**src/rtl/nibble_alu_sequencer_pkg.sv**
```systemverilog
// Shared definitions for the nibble-serial ALU sequencer: op codes,
// FSM state encoding and the op legality check.
package nibble_alu_sequencer_pkg;

  localparam logic [2:0] OP_AND = 3'b000;
  localparam logic [2:0] OP_OR  = 3'b001;
  localparam logic [2:0] OP_ADD = 3'b010;
  localparam logic [2:0] OP_SUB = 3'b110;
  localparam logic [2:0] OP_SLT = 3'b111;

  typedef enum logic [1:0] {
    ST_IDLE = 2'd0,
    ST_RUN  = 2'd1,
    ST_DONE = 2'd2
  } state_t;

  // Only the five op codes above are meaningful to the slice.
  function automatic logic is_legal_op(input logic [2:0] op);
    return (op == OP_AND) || (op == OP_OR) || (op == OP_ADD) ||
           (op == OP_SUB) || (op == OP_SLT);
  endfunction

  // Ops whose word-level carry out is meaningful.
  function automatic logic is_arith_op(input logic [2:0] op);
    return (op == OP_ADD) || (op == OP_SUB) || (op == OP_SLT);
  endfunction

endpackage

```
**src/rtl/nibble_alu_sequencer.sv**
```systemverilog
// Drives an external 4-bit ALU slice one nibble per clock (LSB first),
// rippling the carry through a register and assembling the word result.
module nibble_alu_sequencer
  import nibble_alu_sequencer_pkg::*;
#(
  parameter int WIDTH = 16
) (
  input  logic             clk,
  input  logic             rst_n,
  input  logic             start,
  input  logic [2:0]       op,
  input  logic [WIDTH-1:0] a,
  input  logic [WIDTH-1:0] b,
  output logic             busy,
  output logic             done,
  output logic [WIDTH-1:0] result,
  output logic             cout,
  output logic             zero,
  output logic             illegal_op,
  output logic [3:0]       alu_a,
  output logic [3:0]       alu_b,
  output logic             alu_cin,
  output logic             alu_less,
  output logic [2:0]       alu_op,
  input  logic [3:0]       alu_result,
  input  logic             alu_cout,
  input  logic             alu_set
);

  localparam int NIBBLES = WIDTH / 4;
  localparam int IDX_W   = (NIBBLES > 1) ? $clog2(NIBBLES) : 1;
  localparam logic [IDX_W-1:0] LAST_IDX = IDX_W'(NIBBLES - 1);

  state_t           state_q, state_d;
  logic [IDX_W-1:0] idx_q, idx_d;
  logic             carry_q, carry_d;
  logic [WIDTH-1:0] a_q, a_d;
  logic [WIDTH-1:0] b_q, b_d;
  logic [2:0]       op_q, op_d;
  logic [WIDTH-1:0] result_q, result_d;
  logic             busy_q, busy_d;
  logic             done_q, done_d;
  logic             cout_q, cout_d;
  logic             zero_q, zero_d;
  logic             illegal_q, illegal_d;

  // Next-state and registered-output computation for the sequencer FSM.
  always_comb begin
    state_d   = state_q;
    idx_d     = idx_q;
    carry_d   = carry_q;
    a_d       = a_q;
    b_d       = b_q;
    op_d      = op_q;
    result_d  = result_q;
    busy_d    = busy_q;
    done_d    = 1'b0;
    cout_d    = cout_q;
    zero_d    = zero_q;
    illegal_d = 1'b0;
    unique case (state_q)
      ST_IDLE: begin
        busy_d = 1'b0;
        if (start) begin
          a_d     = a;
          b_d     = b;
          op_d    = op;
          idx_d   = '0;
          carry_d = 1'b0;
          cout_d  = 1'b0;
          zero_d  = 1'b0;
          busy_d  = 1'b1;
          if (is_legal_op(op)) begin
            state_d = ST_RUN;
          end else begin
            // Illegal ops skip the slice entirely and report at once.
            state_d   = ST_DONE;
            done_d    = 1'b1;
            illegal_d = 1'b1;
            result_d  = '0;
            zero_d    = 1'b1;
          end
        end
      end
      ST_RUN: begin
        result_d[{idx_q, 2'b00} +: 4] = alu_result;
        carry_d = alu_cout;
        if (idx_q == LAST_IDX) begin
          // SLT: the sign of A-B from the top nibble becomes the whole word.
          if (op_q == OP_SLT) begin
            result_d = {{(WIDTH-1){1'b0}}, alu_set};
          end
          cout_d  = is_arith_op(op_q) ? alu_cout : 1'b0;
          zero_d  = (result_d == '0);
          state_d = ST_DONE;
          done_d  = 1'b1;
        end else begin
          idx_d = idx_q + 1'b1;
        end
      end
      ST_DONE: begin
        state_d = ST_IDLE;
        busy_d  = 1'b0;
      end
      default: begin
        state_d = ST_IDLE;
        busy_d  = 1'b0;
      end
    endcase
  end

  // State and output registers; reset abandons any operation in flight.
  always_ff @(posedge clk or negedge rst_n) begin
    if (!rst_n) begin
      state_q   <= ST_IDLE;
      idx_q     <= '0;
      carry_q   <= 1'b0;
      a_q       <= '0;
      b_q       <= '0;
      op_q      <= 3'b000;
      result_q  <= '0;
      busy_q    <= 1'b0;
      done_q    <= 1'b0;
      cout_q    <= 1'b0;
      zero_q    <= 1'b0;
      illegal_q <= 1'b0;
    end else begin
      state_q   <= state_d;
      idx_q     <= idx_d;
      carry_q   <= carry_d;
      a_q       <= a_d;
      b_q       <= b_d;
      op_q      <= op_d;
      result_q  <= result_d;
      busy_q    <= busy_d;
      done_q    <= done_d;
      cout_q    <= cout_d;
      zero_q    <= zero_d;
      illegal_q <= illegal_d;
    end
  end

  // Slice drive is decoded straight from the latched operands and index.
  always_comb begin
    alu_a    = a_q[{idx_q, 2'b00} +: 4];
    alu_b    = b_q[{idx_q, 2'b00} +: 4];
    alu_op   = op_q;
    alu_less = 1'b0;
    if (idx_q == '0) begin
      alu_cin = (op_q == OP_SUB) || (op_q == OP_SLT);
    end else begin
      alu_cin = carry_q;
    end
  end

  assign busy       = busy_q;
  assign done       = done_q;
  assign result     = result_q;
  assign cout       = cout_q;
  assign zero       = zero_q;
  assign illegal_op = illegal_q;

endmodule

```
**config.mk**
```make
export PLATFORM = sky130hd
export DESIGN_NAME = nibble_alu_sequencer
export DESIGN_NICKNAME = d
export VERILOG_FILES = /design/src/rtl/nibble_alu_sequencer_pkg.sv /design/src/rtl/nibble_alu_sequencer.sv
export SDC_FILE = /design/constraint.sdc
export NUM_CORES = 1
export LEC_CHECK = 0
export CORE_ASPECT_RATIO = 1.5
export CORE_MARGIN = 2
export CORE_UTILIZATION = 50
export CTS_CLUSTER_DIAMETER = 80
export CTS_CLUSTER_SIZE = 10
export DETAILED_ROUTE_END_ITERATION = 8
export PLACE_DENSITY = 0.83
export SLEW_MARGIN = 20
export SYNTH_ARGS = -nofsm -noshare
export SYNTH_HDL_FRONTEND = slang
export SYNTH_SLANG_ARGS = --single-unit
```
**constraint.sdc**
```tcl
create_clock -name clk -period 5.7 [get_ports clk]
set_input_delay 1.14 -clock clk [delete_from_list [all_inputs] [get_ports clk]]
set_output_delay 1.14 -clock clk [all_outputs]
set_load 0.03 [all_outputs]
```
==> impl_metrics.toml <==
[outcome]
status = "completed"

[synth]
synth_nets = 351
syn_inst = 301
netlist-cell-type-count = 44
synth_area_leaders = "dfrtp_1, nand2_1, mux4_2"
yosysTopAreaCellShare_pct = 52.29
ys_seq_elements = 61
yosys_warnings = 0
yosysTopAreaCell = "dfrtp_1"
seq_area_frac_synth_pct = 52.29
async_reset_ff_share_pct = 100.0
synth_area_per_cell_um2 = 9.698
ys.flop_type = "dfrtp_1"
synth_edf_count = 0
synth_area_mm2 = 0.002919

[die]
start_util_pct = 51.21
fp.dieH_um = 97.58
die_area_mm2 = 0.006478
die_x_um = 66.39
rows = 34
io_pins = 78
core_region_area_mm2 = 0.005700

[worst_setup_path]
reg2reg_to = "zero"
slowest_stage = "dfrtp_1"
crit_path_end = "alu_cin"
cp_top_family = "buffers and inverters"
max_stage_delay_ns = 0.91
required_ns = 4.56
start_kind = "flop"
reg2regPathDepth = 7
timing.rr.start = "idx_q[0]"
endpoint_kind = "primary output"
critical_path_arrival_ns = 2.75
path_buf_inv = 2
cp.depth = 4
path_max_fanout = 19
critPathLaunch = "idx_q[0]"
critical_path_class = "reg2out"
r2r_slack_ns = 2.91
crit_chain = "inv_1 > ha_1 > o21ai_0 > clkdlybuf4s50_1"

[global_route]
grt_pass1_vias = 2482
antenna_found_initial = 0
grt_max_degree = 62
grt_pass1_wl_um = 11140
grt_overflow_total = 0
groute.usage.overall_pct = 22.66

[finish]
drive_gt1_share_pct = 9.948
fin_cells = 454
post-route-cell-area_mm2 = 0.003934
n_antenna_cell = 0
final_cell_mix = "nand2_1, clkdlybuf4s50_1, dfrtp_1"
area.growth.synth_to_final_pct = 34.76
mostFrequentLayoutCell = "nand2_1"
fin_nets = 427

[clocking]
postCtsHoldBufs = 0
root_buffer = "clkbuf_8"
cts_tree = "built"
ctsLongestPathBuffers = 2
h-tree-depth = 3
numCtsBuffers = 9
clkTransAtPathRegs_ns = 0.07
cts.sinks = 61
post_cts_buffers = 0
cts_resized = 0
clkLatencyLatePin_ns = 0.34

[placed_design]
post-place-cells = 438
dpl-instance-area_mm2 = 0.003716
place_congestion = 0.9226
dp_hpwl_um = 4676
dp_slack_ns = 2.134
portBuffers = 76

[sta]
finalClockSkew_ns = 0.009523
final.setup.tns_ns = 0
fin_crit_ns = 3.889
rsz0062_at_grt = "false"
setup_viol = 0
setup_ws_ns = 1.811
slew_headroom_pct = 42.82
finalCritPeriodShare_pct = 68.24
fmax_mhz = 257.1
finalHoldViolations = 0
slew_violations = 0
tightest_slew_ns = 0.8577

[route]
drtIter0Drc = 125
drt_wl_total_um = 6691
via_count = 2436
avgViaCountPerCell = 5.366
dr.pass1.iters = 5
antenna_left = 0
drc = 0
wl_per_cell_um = 14.74

[power_and_ir_drop]
power.density_mw_per_mm2 = 580.6
p_int_mw = 1.333
seq_power_share_pct = 33.3
combPwrFrac_pct = 48.7
power.leakage_nw = 1.831
p_switching_mw = 0.9514
p_sw_share_pct = 41.65
vdd_drop_max_uv = 378.4
clockPowerShare_pct = 18.0

[hold_path]
hold_path.class = "reg2reg"

[flow_run]
max-cap-violations = 0
worst register-to-register path, delay by kind of cell (launching register included):
family | cells | cell delay [ns]
buffers and inverters | 1 | 0.22
AND/OR/NAND/NOR | 3 | 0.77
AO/OA/AOI/OAI | 2 | 0.29
adder cells (fa/ha/maj) | 1 | 0.48
flip-flops | 1 | 0.91
power groups by stage:
stage	combinational (mW)	sequential, mW	clock, mW
2_1_floorplan	0.702	0.796	0
3_3_place_gp	1.08	0.754	0
3_5_place_dp	1.10	0.770	0
4_1_cts	1.12	0.763	0.420
5_1_grt	1.21	0.788	0.442
6_report	1.11	0.761	0.411
through the flow:
| stage | total power, mW | hold slack, ns | util (%) |
|---|---|---|---|
| floorplan | 1.498 | 0.4403 | - |
| global placement | 1.838 | 0.4541 | 65.19 |
| detailed placement | 1.875 | 0.4569 | 65.19 |
| CTS | 2.299 | 0.4746 | 68.96 |
| global route | 2.439 | 0.5031 | 69.01 |
| finish | 2.284 | 0.4697 | 69.01 |
synth_stat cells, types with 2 or more instances:
cell,count
nand2_1,116
inv_1,9
nand2b_1,2
o211ai_1,3
ha_1,6
mux4_2,8
o21ai_1,4
o31ai_1,3
nor3_1,5
o22ai_1,2
o21ai_2,2
nor2_1,8
nand3b_1,2
a22o_1,11
dfrtp_1,61
nor2b_1,5
o221ai_1,3
o21ai_0,8
buf_2,5
clkbuf_1,4
nor2_2,2
nand4_1,2
buf_4,4
nand3_1,3
a31oi_1,4
layer usage:
| layer | wire [um] | global-route usage, % | part of all wire, % |
|---|---|---|---|
| met5 | 0 | 0 | 0 |
| met4 | 156 | 10.20 | 2.3 |
| met3 | 430 | 7.184 | 6.4 |
| met2 | 3459 | 35.69 | 52 |
| met1 | 2645 | 28.05 | 40 |
worst min-delay path by stage:
stage	start	to	slack [ns]	cells after the start
finish	b_q[13]	b_q[13]	0.47	2
detailed placement	b_q[13]	b_q[13]	0.46	2
CTS	b_q[13]	b_q[13]	0.47	2
floorplan	a_q[10]	a_q[10]	0.44	2
global route	a_q[10]	a_q[10]	0.50	2
global placement	b_q[8]	b_q[8]	0.45	2
kinds of logic (layout without fill, tap and decap cells):
| logic type | count (synthesis) | count (layout) | share of synthesized area (%) |
|---|---|---|---|
| AOI/OAI and AO/OA | 45 | 45 | 11.02 |
| adders and majority gates | 6 | 6 | 2.572 |
| buffers and inverters | 22 | 103 | 3.557 |
| DFF | 61 | 61 | 52.29 |
| muxes | 10 | 10 | 6.901 |
| other | 1 | 1 | 0.1285 |
| and+or+nand+nor | 156 | 156 | 23.53 |
flip-flops by register name, summed over array words and instances (netlist names), 2 cells and up:
signal / flops
result: 16
state_q: 2
alu_op: 3
idx_q: 2
a_q: 16
b_q: 16
layout make-up:
cell class	instances	area (um^2)
Inverter	9	33.78
Timing Repair Buffer	78	770.7
Sequential cell	61	1526
Multi-Input combinational cell	218	1297
Tap cell	72	90.09
Fill cell	435	1767
Clock buffer	10	127.6
Clock inverter	6	87.58
No activity file was read; power rests on OpenSTA's default activity.
